===== src/rtl/ranas_pkg.sv =====
// Shared encodings and constants for the frog movement logic.
package ranas_pkg;

   typedef enum logic [1:0] {
      INICIO        = 2'b00,
      LIBRE         = 2'b01,
      ESPERA_SUELTA = 2'b10
   } estado_rana_t;

   typedef enum logic [1:0] {
      DIR_NADA = 2'b00,
      DIR_INC  = 2'b01,
      DIR_DEC  = 2'b10
   } dir_t;

   localparam logic [2:0] ESTADO_JUGANDO = 3'b111;
   localparam logic [2:0] POSY_META      = 3'd7;

   localparam int POSX_INI_DEF = 3;
   localparam int POSY_INI_DEF = 0;
   localparam int POSX_MAX_DEF = 7;

endpackage


===== src/rtl/ranas_paso_sat.sv =====
// One-step coordinate update clamped to 0..max_i; cambio_o flags a real change.
module ranas_paso_sat
   import ranas_pkg::*;
#(
   parameter int W = 3
) (
   input  logic [W-1:0] pos_i,
   input  dir_t         dir_i,
   input  logic [W-1:0] max_i,
   output logic [W-1:0] pos_o,
   output logic         cambio_o
);

   always_comb begin
      pos_o    = pos_i;
      cambio_o = 1'b0;
      case (dir_i)
         DIR_INC: begin
            if (pos_i < max_i) begin
               pos_o    = pos_i + 1'b1;
               cambio_o = 1'b1;
            end
         end
         DIR_DEC: begin
            if (pos_i != '0) begin
               pos_o    = pos_i - 1'b1;
               cambio_o = 1'b1;
            end
         end
         default: ;
      endcase
   end

endmodule


===== src/rtl/ctrol_movrana.sv =====
// Frog position register and movement FSM with release holdoff.
// Optional auto-repeat of a held single button: define RANA_AUTOREPEAT_EN.
module ctrol_movrana
   import ranas_pkg::*;
#(
   parameter int DATAWIDTH_ESTADO = 3,
   parameter int DATAWIDTH_POS    = 3,
   parameter int POSX_INI         = POSX_INI_DEF,
   parameter int POSY_INI         = POSY_INI_DEF,
   parameter int POSX_MAX         = POSX_MAX_DEF,
   parameter int HOLDOFF_CYCLES   = 500000,
   parameter int REPEAT_CYCLES    = 12500000
) (
   input  logic                        CIR_CLOCK_50,
   input  logic                        CIR_RESET,
   input  logic                        CIR_RANA_INI_IN,
   input  logic [DATAWIDTH_ESTADO-1:0] CIR_ESTADO_IN,
   input  logic                        CIR_BTN_UP_IN,
   input  logic                        CIR_BTN_DOWN_IN,
   input  logic                        CIR_BTN_LEFT_IN,
   input  logic                        CIR_BTN_RIGHT_IN,
   output logic [DATAWIDTH_POS-1:0]    CIR_POSX_OUT,
   output logic [DATAWIDTH_POS-1:0]    CIR_POSY_OUT,
   output logic                        CIR_MOVIO_OUT
);

   localparam int CNT_W = (HOLDOFF_CYCLES > 1) ? $clog2(HOLDOFF_CYCLES) : 1;
   localparam logic [CNT_W-1:0]         CNT_FIN = CNT_W'(HOLDOFF_CYCLES - 1);
   localparam logic [DATAWIDTH_POS-1:0] X_INI   = DATAWIDTH_POS'(POSX_INI);
   localparam logic [DATAWIDTH_POS-1:0] Y_INI   = DATAWIDTH_POS'(POSY_INI);
   localparam logic [DATAWIDTH_POS-1:0] X_MAX   = DATAWIDTH_POS'(POSX_MAX);
   localparam logic [DATAWIDTH_POS-1:0] Y_MAX   = DATAWIDTH_POS'(POSY_META);

   if (HOLDOFF_CYCLES < 1 || REPEAT_CYCLES < 1) begin : g_param_err
      $error("ctrol_movrana: HOLDOFF_CYCLES and REPEAT_CYCLES must be >= 1");
   end

   estado_rana_t             state_q, state_d;
   logic [DATAWIDTH_POS-1:0] posx_q, posx_d, posy_q, posy_d;
   logic [DATAWIDTH_POS-1:0] posx_sat, posy_sat;
   logic                     movio_q, movio_d;
   logic [CNT_W-1:0]         cnt_q, cnt_d;
   logic                     cambio_x, cambio_y, cambio, any, jugando, meta;
   logic [3:0]               btns;
   dir_t                     dir_x, dir_y;

   assign btns    = {CIR_BTN_UP_IN, CIR_BTN_DOWN_IN, CIR_BTN_LEFT_IN, CIR_BTN_RIGHT_IN};
   assign any     = |btns;
   assign jugando = (CIR_ESTADO_IN == DATAWIDTH_ESTADO'(ESTADO_JUGANDO));
   assign meta    = (posy_q == Y_MAX);
   assign cambio  = cambio_x | cambio_y;

   // Only the highest-priority pressed button produces a direction.
   always_comb begin
      dir_x = DIR_NADA;
      dir_y = DIR_NADA;
      if (CIR_BTN_UP_IN)        dir_y = DIR_INC;
      else if (CIR_BTN_DOWN_IN) dir_y = DIR_DEC;
      else if (CIR_BTN_LEFT_IN) dir_x = DIR_DEC;
      else if (CIR_BTN_RIGHT_IN) dir_x = DIR_INC;
   end

   ranas_paso_sat #(.W(DATAWIDTH_POS)) u_paso_x (
      .pos_i(posx_q), .dir_i(dir_x), .max_i(X_MAX), .pos_o(posx_sat), .cambio_o(cambio_x)
   );

   ranas_paso_sat #(.W(DATAWIDTH_POS)) u_paso_y (
      .pos_i(posy_q), .dir_i(dir_y), .max_i(Y_MAX), .pos_o(posy_sat), .cambio_o(cambio_y)
   );

`ifdef RANA_AUTOREPEAT_EN
   localparam int REP_W = (REPEAT_CYCLES > 1) ? $clog2(REPEAT_CYCLES) : 1;
   localparam logic [REP_W-1:0] REP_FIN = REP_W'(REPEAT_CYCLES - 1);
   logic [REP_W-1:0] rep_q, rep_d;
   logic             arm_q, arm_d;
   logic [3:0]       btn_q;
`endif

   always_comb begin
      state_d = state_q;
      posx_d  = posx_q;
      posy_d  = posy_q;
      movio_d = 1'b0;
      cnt_d   = cnt_q;
`ifdef RANA_AUTOREPEAT_EN
      rep_d   = '0;
      arm_d   = arm_q;
`endif
      if (CIR_RANA_INI_IN) begin
         state_d = INICIO;
         posx_d  = X_INI;
         posy_d  = Y_INI;
         cnt_d   = '0;
`ifdef RANA_AUTOREPEAT_EN
         arm_d   = 1'b0;
`endif
      end else begin
         case (state_q)
            INICIO: begin
               cnt_d = '0;
`ifdef RANA_AUTOREPEAT_EN
               arm_d = 1'b0;
`endif
               // A button still held when play resumes must be released first.
               if (jugando) state_d = any ? ESPERA_SUELTA : LIBRE;
            end
            LIBRE: begin
               if (!jugando) begin
                  state_d = INICIO;
               end else if (any && !meta) begin
                  posx_d  = posx_sat;
                  posy_d  = posy_sat;
                  movio_d = cambio;
                  cnt_d   = '0;
                  state_d = ESPERA_SUELTA;
`ifdef RANA_AUTOREPEAT_EN
                  arm_d   = 1'b1;
`endif
               end
            end
            ESPERA_SUELTA: begin
               if (!jugando) begin
                  state_d = INICIO;
                  cnt_d   = '0;
               end else begin
                  if (any) begin
                     cnt_d = '0;
                  end else if (cnt_q == CNT_FIN) begin
                     state_d = LIBRE;
                     cnt_d   = '0;
                  end else begin
                     cnt_d = cnt_q + 1'b1;
                  end
`ifdef RANA_AUTOREPEAT_EN
                  if (arm_q && $onehot(btns) && (btns == btn_q)) begin
                     if (rep_q == REP_FIN) begin
                        if (!meta) begin
                           posx_d  = posx_sat;
                           posy_d  = posy_sat;
                           movio_d = cambio;
                        end
                     end else begin
                        rep_d = rep_q + 1'b1;
                     end
                  end else begin
                     arm_d = 1'b0;
                  end
`endif
               end
            end
            default: state_d = INICIO;
         endcase
      end
   end

   always_ff @(posedge CIR_CLOCK_50) begin
      if (CIR_RESET) begin
         state_q <= INICIO;
         posx_q  <= X_INI;
         posy_q  <= Y_INI;
         movio_q <= 1'b0;
         cnt_q   <= '0;
`ifdef RANA_AUTOREPEAT_EN
         rep_q   <= '0;
         arm_q   <= 1'b0;
         btn_q   <= '0;
`endif
      end else begin
         state_q <= state_d;
         posx_q  <= posx_d;
         posy_q  <= posy_d;
         movio_q <= movio_d;
         cnt_q   <= cnt_d;
`ifdef RANA_AUTOREPEAT_EN
         rep_q   <= rep_d;
         arm_q   <= arm_d;
         btn_q   <= btns;
`endif
      end
   end

   assign CIR_POSX_OUT  = posx_q;
   assign CIR_POSY_OUT  = posy_q;
   assign CIR_MOVIO_OUT = movio_q;

endmodule


===== config.mk =====
export PLATFORM = sky130hd
export DESIGN_NAME = ctrol_movrana
export DESIGN_NICKNAME = d
export VERILOG_FILES = /design/src/rtl/ranas_pkg.sv /design/src/rtl/ranas_paso_sat.sv /design/src/rtl/ctrol_movrana.sv
export SDC_FILE = /design/constraint.sdc
export NUM_CORES = 1
export LEC_CHECK = 0
export BUFFER_PORTS_ARGS = -buffer_cell sky130_fd_sc_hd__buf_2
export CAP_MARGIN = 20
export CORE_MARGIN = 4
export CORE_UTILIZATION = 32
export DETAILED_ROUTE_END_ITERATION = 16
export SYNTH_ARGS = -nofsm -noshare
export SYNTH_HDL_FRONTEND = slang
export SYNTH_SLANG_ARGS = --single-unit

===== constraint.sdc =====
create_clock -name CIR_CLOCK_50 -period 2.5 [get_ports CIR_CLOCK_50]
set_input_delay 0.25 -clock CIR_CLOCK_50 [delete_from_list [all_inputs] [get_ports CIR_CLOCK_50]]
set_output_delay 0.25 -clock CIR_CLOCK_50 [all_outputs]
set_load 0.02 [all_outputs]

## Word level (Yosys, flattened, before mapping)

Index checks and enable logic that the tools add are counted.

- Logic and storage cells: 82
- Register bits: 28
- Input port bits: 10

- Bitwise gates (word level): 4
- Mux-type cells: 32
- Order comparisons: 2
- $add $sub $neg: 5
- Reductions and logical operators: 15
- Equal/unequal tests: 19

Operator list:

| cell | count |
|---|---|
| two-way mux 19 bit | 5 |
| case mux 19 bit (3 select lines) | 1 |
| two-way mux 2 bit | 12 |
| adder 19 x 1 -> 19 bit (second input constant) | 1 |
| == test 19 bit (second input constant) | 1 |
| two-way mux 3 bit | 4 |
| case mux 3 bit (2 select lines) | 2 |
| AND reduction 6 bit | 2 |
| inequality test 3 bit (second input constant) | 3 |
| nonzero test 3 bit | 3 |
| inequality test 2 x 1 -> 1 bit (second input constant) | 4 |
| adder 3 x 1 -> 3 bit (second input constant) | 2 |
| == test 2 x 1 -> 1 bit (second input constant) | 3 |
| == test 2 bit (second input constant) | 3 |
| == test 3 bit (second input constant) | 2 |
| < comparator 3 bit (second input constant) | 2 |
| inequality test 2 bit (second input constant) | 3 |
| case mux 2 bit (3 select lines) | 1 |
| subtractor 3 x 1 -> 3 bit (second input constant) | 2 |
| two-way mux 1 bit | 5 |
| OR reduction 5 bit | 1 |
| case mux 1 bit (2 select lines) | 2 |
| AND reduction 4 bit | 1 |
| nonzero test 2 bit | 2 |
| 8 further kinds | 10 |

## Logic depth before layout (Yosys ltp)

Gate-level depths: netlist (run 1).

- Word-level depth: 7
- Depth in mapped cells: 10
- Mapped depth without buffers: 10

## By module

Synthesis (run 1) repeated with hierarchy kept, for this count alone.

- Cells, all modules: 259
- Area, all modules: 2218.4 um2

By module, submodules not included:

| module | times used | cells an instance | sequential area each (um2) | area an instance (um2) |
|---|---|---|---|---|
| ctrol_movrana | 1 | 176 | 560.5 | 1600.3 |
| ranas_paso_sat (u_paso_x) | 1 | 42 | 0.0 | 316.6 |
| ranas_paso_sat (u_paso_y) | 1 | 41 | 0.0 | 301.5 |

## Worst setup path before layout (run 1)

No wires, ideal clock.

- Kind: input to register
- Start: input CIR_BTN_DOWN_IN
- End: register cnt_q[14]
- Path slack: 514 ps
- Stages on the path: 7
- Arrival: 1911 ps
- Library setup time: 74 ps
- Cells stage by stage: or4_1 > buf_2 > nor3_4 > o21a_1 > buf_6 > or3b_1 > a31oi_1

- Cells in the longest elaborated chain, start to end: 4
- Elaborated cells between the ends (all ways): 7
- Classes of those cells: 1 x eq/ne; 3 x mux; 3 x reduce/logical

Ends and longest elaborated chain:

| item | line | RTL |
|---|---|---|
| start, declared | ctrol_movrana.sv:19 | `input logic CIR_BTN_DOWN_IN,` |
| OR reduction 4 bit (*) | ctrol_movrana.sv:48 | `assign any = \|btns;` |
| two-way mux 19 bit / logical AND 1 bit (equally long branches) | ctrol_movrana.sv:126, ctrol_movrana.sv:110 |  |
| two-way mux 19 bit / inequality test 2 bit (equally long branches) | n/a |  |
| case mux 19 bit (3 select lines) / AND reduction 3 bit (equally long branches) | n/a |  |
| end signal, assigned | ctrol_movrana.sv:173 | `cnt_q <= cnt_d;` |
| end, declared | ctrol_movrana.sv:42 | `logic [CNT_W-1:0] cnt_q, cnt_d;` |

Mark *: on every way between the ends. The rest lies on a longest branch, timed or not.
A chain may end at the register's enable or synchronous reset.

## Final worst setup path (run 1)

- Start: register cnt_q[0]
- End: register cnt_q[16]

- Cells in the longest elaborated chain, start to end: 5
- Elaborated cells between the ends (all ways): 6
- Classes of those cells: 1 x add/sub; 1 x eq/ne; 4 x mux

Ends and longest elaborated chain:

| item | line | RTL |
|---|---|---|
| adder 19 x 1 -> 19 bit / == test 19 bit (equally long branches) | ctrol_movrana.sv:132, ctrol_movrana.sv:128 |  |
| two-way mux 19 bit (*) | ctrol_movrana.sv:128 | `end else if (cnt_q == CNT_FIN) begin` |
| two-way mux 19 bit (*) | ctrol_movrana.sv:126 | `if (any) begin` |
| two-way mux 19 bit (*) | ctrol_movrana.sv:122 | `if (!jugando) begin` |
| case mux 19 bit (3 select lines) (*) | ctrol_movrana.sv:98 | `case (state_q)` |

Marks and branches as above.

==> results.toml, run 1 <==
[run_status]
run_status = "completed"

[timing]
slew_at_the_pin_closest_to_its_max_slew_limit_ps = 662.0
final.setup_skew_ps = 2.309
setup_total_negative_slack_ps = 0
timing.final.max_slew_violations = 0
rsz_0062_raised_after_global_routing = "false"
fmax_mhz = 511.1
post-route-worst-setup-slack_ps = 543.3
timing.final.crit_period_ps = 1957
timing.final.setup_violations = 0
layout_worst_path_cycle_share_pct = 78.27
final-hold-violation-count = 0
maxSlewHeadroom_pct = 55.70

[floorplanning]
die_x_um = 80.60
die_h_um = 80.60
floorplan.die_area_um2 = 6496
design.portCount = 17
floorplan.initialDensity_pct = 33.02
core_um2 = 5107
fp-row-count = 26

[setup_path]
startpoint = "cnt_q[0]"
worst_setup_path_start_kind = "register"
cp_data_arrival_time_ps = 2140
timing.critical_path.fanout_max = 5
reg2reg_from = "cnt_q[0]"
required_ps = 2680
critPathKind = "reg2reg"
critPathCaptureType = "register"

[clock_network]
cts.path.max_buffers = 2
clk_pin_slew_ps = 90
cts-hold-fix-buffers = 0
cts.htree.levels = 1
worstSkewPairLatency_ps = 270
cts-resized-gates = 0
cts_tree = "yes"
post_cts_setup_inserts = 0
cts_root_buffer = "sky130_fd_sc_hd__clkbuf_8"
number_of_buffers_inserted_during_clock_tree_synthesis = 3
clock_sink_count = 28

[route]
dr_total_vias = 1569
vias_per_cell = 5.283
wirelength_mm = 3.779
drc_violation_total_after_the_first_tritonroute_iteration = 60
detail-route-antenna-nets = 0
detail_route.drc_violations = 0
dr.pass1.iters = 4
post_drt_wl_per_cell_um = 12.72

[global_route]
grt_pass1_vias = 1438
grt_start_max_net_pins = 15
grt_first_pass_wirelength_mm = 6.644
antenna_violations_before_repair = 0
grt.total_usage_pct = 12.88
global_route.overflow_total = 0

[final_layout]
drive_gt1_share_pct = 14.54
final_cells = 297
num-nets-final = 244
area.sequential_um2 = 560.5
multi_input_comb_area_um2 = 1056
fill_cells = 529
mostFrequentLayoutCells = "sky130_fd_sc_hd__dfxtp_1, sky130_fd_sc_hd__nand2_1, sky130_fd_sc_hd__buf_2"
final_area_um2 = 1901
synthToLayoutAreaGrowth_pct = 12.69
layout.cells.most_common = "sky130_fd_sc_hd__dfxtp_1"
antennaDiodeCount = 0

[logic_synthesis]
yosys-mux-area-fraction_pct = 1.187
complex_gate_fraction_of_the_synthesized_area_pct = 18.18
synth_enable_flop_cells = 0
synth_nets = 224
synth_cells = 209
yosys_register_bits = 28
synth_ff_type = "sky130_fd_sc_hd__dfxtp_1"
syn_avg_cell_area_um2 = 8.070
async_reset_ff_share_pct = 0
synth_simple_gate_area_share_pct = 34.50
netlist_area_um2 = 1687
ys.warnings.count = 0
seq_area_frac_synth_pct = 33.23
post_synth_xor_area_fraction_pct = 4.154
synth_cell_types = 48
dominant_combinational_cell_family_by_area_after_synthesis = "simple AND/OR/NAND/NOR gates"
post_synth_adder_cell_area_pct = 4.599

[placed_design]
routability_cong = 0.8157
dp.final_hpwl_mm = 2.867
dp_slack_ps = 368.5
placement.io_buffers = 16
postPlaceCellArea_um2 = 1859
placed_cells = 294

[run]
cap_viol_max_count = 0

[power_and_ir_drop]
pwr_density_cell_nw_per_um2 = 384.2
report.power.total_uw = 730.3
largest_vdd_supply_drop_mv = 0.2109
power.leakage_uw = 0.0006575

[worst_hold_path]
holdCritPathClass = "in2reg"
hold_path_startpoint = "CIR_RESET"
-- critical path, cell delays in order, from the launching register on --
cell,delay (ps)
sky130_fd_sc_hd__dfxtp_1,430
sky130_fd_sc_hd__ha_1,260
sky130_fd_sc_hd__and4_1,260
sky130_fd_sc_hd__nand2_1,130
sky130_fd_sc_hd__o211ai_1,450
sky130_fd_sc_hd__o21ai_0,140
sky130_fd_sc_hd__a21o_1,190
-- flip-flops by register name, indices dropped and copies added, names as in the netlist --
register / flops
CIR_MOVIO_OUT: 1
CIR_POSY_OUT: 3
state_q: 2
CIR_POSX_OUT: 3
cnt_q: 19
-- power breakdown --
part | switching, µW | internal [µW] | total (µW)
Clock | 141 | 108 | 249
Sequential | 0.662 | 446 | 447
Combinational | 20.2 | 14.2 | 34.4
-- cell type report --
cell class | count | area share, %
timing repair buffer | 21 | 6.188
tap | 70 | 4.608
multi-input combinational | 165 | 55.56
clock buffer | 3 | 2.172
sequential | 28 | 29.49
inverter | 10 | 1.975
-- stage by stage --
stage	util (%)	hold slack (ps)
6_report	37.21	315.2
5_1_grt	37.21	328.4
4_1_cts	37.21	317.1
3_5_place_dp	36.40	480.7
3_3_place_gp	36.40	469.5
2_1_floorplan	-	419.3
-- cells by family after synthesis --
kind of cell,Yosys count
adder cells (fa/ha/maj),5
flip-flops,28
multiplexers,2
AO/OA/AOI/OAI,47
AND/OR/NAND/NOR,103
buffers and inverters,16
XOR/XNOR,8
-- path summary, 6_finish.rpt --
check	endpoint	slack [ps]	cells after the start
hold reg to reg	cnt_q[4]	500	1
setup / recovery	cnt_q[16]	540	6
setup reg to reg	cnt_q[16]	540	6
hold / removal	CIR_POSX_OUT[0]	320	3
-- Yosys cell counts, types with 2 or more instances --
cell type                  count  area [µm²]
sky130_fd_sc_hd__a21o_1        2       15.01
sky130_fd_sc_hd__a21oi_1      12       60.06
sky130_fd_sc_hd__a31oi_1       9       56.30
sky130_fd_sc_hd__a32oi_1       2       17.52
sky130_fd_sc_hd__and2_1        2       12.51
sky130_fd_sc_hd__and3_1        8       50.05
sky130_fd_sc_hd__and4_1        3       26.28
sky130_fd_sc_hd__buf_2         2       10.01
sky130_fd_sc_hd__clkbuf_1      3       11.26
sky130_fd_sc_hd__dfxtp_1      28       560.5
sky130_fd_sc_hd__fa_1          2       40.04
sky130_fd_sc_hd__ha_1          3       37.54
sky130_fd_sc_hd__inv_1        10       37.54
sky130_fd_sc_hd__mux2i_1       2       20.02
sky130_fd_sc_hd__nand2_1      23       86.33
sky130_fd_sc_hd__nand2b_1      4       25.02
sky130_fd_sc_hd__nand3_1      11       55.05
sky130_fd_sc_hd__nand4_1       8       50.05
sky130_fd_sc_hd__nor2_1       12       45.04
sky130_fd_sc_hd__nor2b_1       2       12.51
sky130_fd_sc_hd__nor3_1        6       30.03
sky130_fd_sc_hd__nor3b_1       2       15.01
sky130_fd_sc_hd__nor4_1        2       12.51
sky130_fd_sc_hd__nor4b_1       3       26.28
sky130_fd_sc_hd__o211ai_1      3       22.52
sky130_fd_sc_hd__o21a_1        2       15.01
sky130_fd_sc_hd__o21ai_0       7       35.03
sky130_fd_sc_hd__o31ai_1       2       15.01
sky130_fd_sc_hd__or2_2         5       31.28
sky130_fd_sc_hd__or3_1         2       12.51
sky130_fd_sc_hd__or3b_1        3       26.28
sky130_fd_sc_hd__or4_1         2       15.01
sky130_fd_sc_hd__xnor2_1       7       61.31
-- per-layer routing --
layer	GRT usage (%)	vias to the layer above	wire length, µm
met5	0	-	0
met4	3.378	0	34
met3	2.242	4	164
met2	20.61	27	1747
met1	17.77	730	1832
li1	-	808	-
(Power assumes the default switching activity.)
==> run 2, diff against run 1 <==
clock period = 1.6 ns   (was 2.5 ns; I/O delays follow)
==> results.toml, run 2 (same netlist as run 1, synthesis figures left out) <==
[run_status]
run_status = "finished with violations"
failed_checks = "setup timing"

[final_layout]
mostFrequentLayoutCells = "sky130_fd_sc_hd__buf_4, sky130_fd_sc_hd__nand2_1, sky130_fd_sc_hd__dfxtp_1, sky130_fd_sc_hd__buf_2, sky130_fd_sc_hd__nor2_1"
multi_input_comb_area_um2 = 1211
area.sequential_um2 = 583.1
final_area_um2 = 2512
largest_reg_flops = 19
synthToLayoutAreaGrowth_pct = 48.96
fill_cells = 503
layout.cells.most_common = "sky130_fd_sc_hd__buf_4"
registers.top_by_ff_count = "cnt_q"
antennaDiodeCount = 0
drive_gt1_share_pct = 45.23
num-nets-final = 299

[placed_design]
postPlaceCellArea_um2 = 2210
routability_cong = 0.8788
dp_slack_ps = -204.6
placement.io_buffers = 16
dp.final_hpwl_mm = 3.348

[floorplanning]
die_x_um = 80.60
die_h_um = 80.60
core_um2 = 5107
floorplan.die_area_um2 = 6496
floorplan.initialDensity_pct = 33.02
fp-row-count = 26
design.portCount = 17

[global_route]
grt_first_pass_wirelength_mm = 7.893
grt_pass1_vias = 1721
global_route.overflow_total = 0
antenna_violations_before_repair = 0
grt.total_usage_pct = 15.14
grt_start_max_net_pins = 16

[timing]
layout_worst_path_cycle_share_pct = 108.2
final.setup_skew_ps = 2.574
post-route-worst-setup-slack_ps = -131.2
rsz_0062_raised_after_global_routing = "true"
final-hold-violation-count = 0
whs_ps = 231.3
maxSlewHeadroom_pct = 77.31
timing.final.setup_violations = 13
timing.final.crit_period_ps = 1731
slew_at_the_pin_closest_to_its_max_slew_limit_ps = 337.3
fmax_mhz = 577.6
timing.final.max_slew_violations = 0

[setup_path]
critPathCaptureType = "register"
critPathKind = "reg2reg"
reg2reg_from = "cnt_q[0]"
cp_data_arrival_time_ps = 1950
timing.critical_path.fanout_max = 3
required_ps = 1820
worst_setup_path_start_kind = "register"
startpoint = "cnt_q[0]"
critical_path.cell_chain = "ha_4 -> and4_4 -> nand2b_4 -> or3_4 -> or3_4 -> a21oi_2"
max_stage_delay_ps = 410
worst_path_max_delay_cell = "sky130_fd_sc_hd__or3_4"
crit_path_most_repeated_cell = "sky130_fd_sc_hd__or3_4"

[power_and_ir_drop]
pwr_density_cell_nw_per_um2 = 486.3
power.leakage_uw = 0.0009925
report.power.total_uw = 1222
largest_vdd_supply_drop_mv = 0.3263

[clock_network]
cts_root_buffer = "sky130_fd_sc_hd__clkbuf_8"
clock_sink_count = 28
cts-hold-fix-buffers = 0
number_of_buffers_inserted_during_clock_tree_synthesis = 3
cts_tree = "yes"
clk_pin_slew_ps = 100
cts.htree.levels = 1
worstSkewPairLatency_ps = 280
cts.path.max_buffers = 2

[run]
cap_viol_max_count = 0

[route]
drc_violation_total_after_the_first_tritonroute_iteration = 155
post_drt_wl_per_cell_um = 13.64
wirelength_mm = 4.814
dr_total_vias = 1808
detail_route.drc_violations = 0
vias_per_cell = 5.122
dr.pass1.iters = 4
detail-route-antenna-nets = 0

[worst_hold_path]
holdCritPathClass = "in2reg"
hold_path_startpoint = "CIR_RESET"
## run 2: cell count changes in the layout (fill, tap and decap cells not counted), moves of 3 or more
| cell | delta |
|---|---|
| sky130_fd_sc_hd__dfxtp_2 | +9 |
| sky130_fd_sc_hd__dfxtp_4 | +3 |
| sky130_fd_sc_hd__buf_4 | +53 |
| sky130_fd_sc_hd__nor4b_1 | -3 |
| sky130_fd_sc_hd__dfxtp_1 | -12 |
## run 2: path summary, 6_finish.rpt
| check | slack [ps] | cells past startpoint | endpoint |
|---|---|---|---|
| max | -130 | 6 | state_q[0] |
| min | 230 | 4 | CIR_POSX_OUT[0] |
| max reg2reg | -130 | 6 | state_q[0] |
| min reg2reg | 520 | 1 | cnt_q[18] |
## run 2: critical path: cells and delay by family, from the launching register on
family / cells / cell delay, ps
compound gates: 1 / 130
fa+ha+maj: 1 / 130
flops: 1 / 360
simple gates: 4 / 1050
## run 2: cell type report
cell class                      instances  share of cell area, %
Tap cell                               70                  3.486
Multi-Input combinational cell        165                  48.21
Timing Repair Buffer                   76                  21.41
Clock buffer                            4                  2.191
Inverter                               10                  1.494
Sequential cell                        28                  23.21
## run 2: power breakdown
part,internal [µW],switching [µW],leakage [µW],total [µW]
registers,692,1.02,0.000233,693
clock network,221,235,0.0000288,456
logic,36.1,36.9,0.000731,73.0
total,949,273,0.000992,1220
## run 2: per-layer routing
layer,track usage [%],vias to the layer above,wire length (µm)
li1,-,921,-
met1,20.57,844,2209
met2,25.00,39,2391
met3,2.915,4,174
met4,2.703,0,39
met5,0,-,0
## run 2: what timing repair did
item / 4_1_cts / 5_1_grt
gates cloned: 0 / 0
endpoints found under the setup margin: 18 / 21
gates resized for setup: 25 / 17
buffers inserted: 5 / 7
pin swaps: 13 / 16
hold endpoints to repair: 0 / 0
## run 2: per-stage QoR
step	setup TNS, ps	cells	utilization (%)
finish	-696.1	353	49.19
global route	-1747	353	49.19
CTS	-400.1	346	46.86
detailed placement	-3382	337	43.26
global placement	-3244	337	43.26
floorplan	-676.5	209	-
==> run 3, diff against run 2 <==
CORE_MARGIN = default   (was 4)
==> results.toml, run 3 (same netlist as run 1, synthesis figures left out) <==
[run_status]
run_status = "finished with violations"
failed_checks = "setup timing"

[setup_path]
required_ps = 1810
critPathKind = "reg2reg"
timing.critical_path.fanout_max = 3
reg2reg_from = "cnt_q[1]"
critPathCaptureType = "register"
worst_setup_path_start_kind = "register"
startpoint = "cnt_q[1]"
critical_path.cell_chain = "ha_4 -> and4_4 -> nand2b_4 -> or3_4 -> or3_1 -> a21oi_1"
worst_path_max_delay_cell = "sky130_fd_sc_hd__or3_4"
max_stage_delay_ps = 380
critPathBufInv = 0
cpLargestDelayFamily = "simple AND/OR/NAND/NOR gates"
cp_data_arrival_time_ps = 1910

[floorplanning]
die_x_um = 74.60
floorplan.initialDensity_pct = 33.02
core_um2 = 5107
design.portCount = 17
fp-row-count = 26
floorplan.die_area_um2 = 5565
die_h_um = 74.60

[run]
cap_viol_max_count = 0

[power_and_ir_drop]
p_comb_share_pct = 5.7
power.share.sequential_pct = 51.8
power.leakage_uw = 0.0009423
net-switching-power_uw = 271.8
swShare_pct = 20.32
pwr_density_cell_nw_per_um2 = 549.1
part_of_the_power_in_the_clock_network_pct = 42.5
largest_vdd_supply_drop_mv = 0.3569
p_int_uw = 1066

[placed_design]
dp.final_hpwl_mm = 3.246
placement.io_buffers = 16
dp_slack_ps = -212.7
routability_cong = 0.7916

[timing]
fmax_mhz = 590.8
timing.final.crit_period_ps = 1693
rsz_0062_raised_after_global_routing = "true"
timing.final.max_slew_violations = 0
final-hold-violation-count = 0
post-route-worst-setup-slack_ps = -92.76
setup_total_negative_slack_ps = -447.3
slew_at_the_pin_closest_to_its_max_slew_limit_ps = 436.6
final.setup_skew_ps = 3.426
maxSlewHeadroom_pct = 70.79
layout_worst_path_cycle_share_pct = 105.8
timing.final.setup_violations = 12

[route]
wirelength_mm = 4.374
post_drt_wl_per_cell_um = 12.72
drc_violation_total_after_the_first_tritonroute_iteration = 69
dr.pass1.iters = 4
vias_per_cell = 5.052
dr_total_vias = 1738
detail-route-antenna-nets = 0
detail_route.drc_violations = 0

[final_layout]
drive_gt1_share_pct = 40.51
largest_reg_flops = 19
antennaDiodeCount = 0
layout.cells.most_common = "sky130_fd_sc_hd__buf_4"
synthToLayoutAreaGrowth_pct = 44.44
mostFrequentLayoutCells = "sky130_fd_sc_hd__buf_4, sky130_fd_sc_hd__nand2_1, sky130_fd_sc_hd__dfxtp_1"
utilization_pct = 47.70
registers.top_by_ff_count = "cnt_q"
num-nets-final = 290

[clock_network]
cts.htree.levels = 1
cts.path.max_buffers = 2
cts-hold-fix-buffers = 0
cts_tree = "yes"
cts_root_buffer = "sky130_fd_sc_hd__clkbuf_8"
worstSkewPairLatency_ps = 280
clk_pin_slew_ps = 100
clock_sink_count = 28
number_of_buffers_inserted_during_clock_tree_synthesis = 3

[worst_hold_path]
holdCritPathClass = "in2reg"
hold_path_startpoint = "CIR_RESET"

[global_route]
grt_start_max_net_pins = 17
grt_pass1_vias = 1603
antenna_violations_before_repair = 0
global_route.overflow_total = 0
grt.total_usage_pct = 16.78
grt_first_pass_wirelength_mm = 7.251
[run 3: changes by cell type in the layout (fill, tap and decap cells not counted), sizes merged]
cell and change:
buf -9, bufinv +1, clkbuf -1
[run 3: per-layer routing]
metal	share of wire (%)	up-vias	wire, µm	GRT usage [%]
met4	0.53	0	23	3.145
li1	-	901	-	-
met3	2.7	2	116	2.981
met1	48	812	2084	21.41
met5	0	-	0	0
met2	49	23	2150	29.73
[run 3: area by class of cell]
| cell class | count | area, µm² |
|---|---|---|
| fillers | 509 | 2671 |
| repair buffers | 67 | 474.2 |
| well taps | 70 | 87.58 |
| flip-flops and latches | 28 | 581.8 |
| inverters | 10 | 37.54 |
| clock buffers | 3 | 41.29 |
| clock inverters | 1 | 30.03 |
| multi-input cells | 165 | 1184 |
[run 3: final timing paths]
check | to | slack [ps] | depth (start not counted)
max reg2reg | state_q[0] | -90 | 6
max | state_q[0] | -90 | 6
min | state_q[0] | 280 | 4
min reg2reg | cnt_q[6] | 510 | 2
[run 3: what timing repair did]
action | 4_1_cts | 5_1_grt
gates cloned | 0 | 0
gates resized for setup | 22 | 13
pin swaps | 14 | 10
setup endpoints to repair | 20 | 24
buffers inserted | 4 | 3
hold endpoints to repair | 0 | 0
[run 3: worst reg2reg max path, delay by kind of cell, from the launching register on]
family	cells	cell delay [ps]
and+or+nand+nor	4	990
DFF	1	360
AOI/OAI and AO/OA	1	150
adders and majority gates	1	130
[run 3: through the flow]
step / hold WS, ps / total power (µW) / area, µm² / std cells
finish: 279.5 / 1338 / 2436 / 344
global route: 299.7 / 1387 / 2436 / 344
CTS: 261.8 / 1357 / 2369 / 341
detailed placement: 481.2 / 789.2 / 2180 / 333
global placement: 469.3 / 788.1 / 2180 / 333
floorplan: 329.3 / 747.2 / 1730 / 209
[run 3: power groups by stage]
stage	Combinational (µW)	Clock, µW	Sequential [µW]
after global placement	73.7	0	714
after detailed placement	74.8	0	714
after floorplan	33.1	0	714
after global routing	84.4	609	694
after CTS	75.6	585	697
final	76.4	568	693
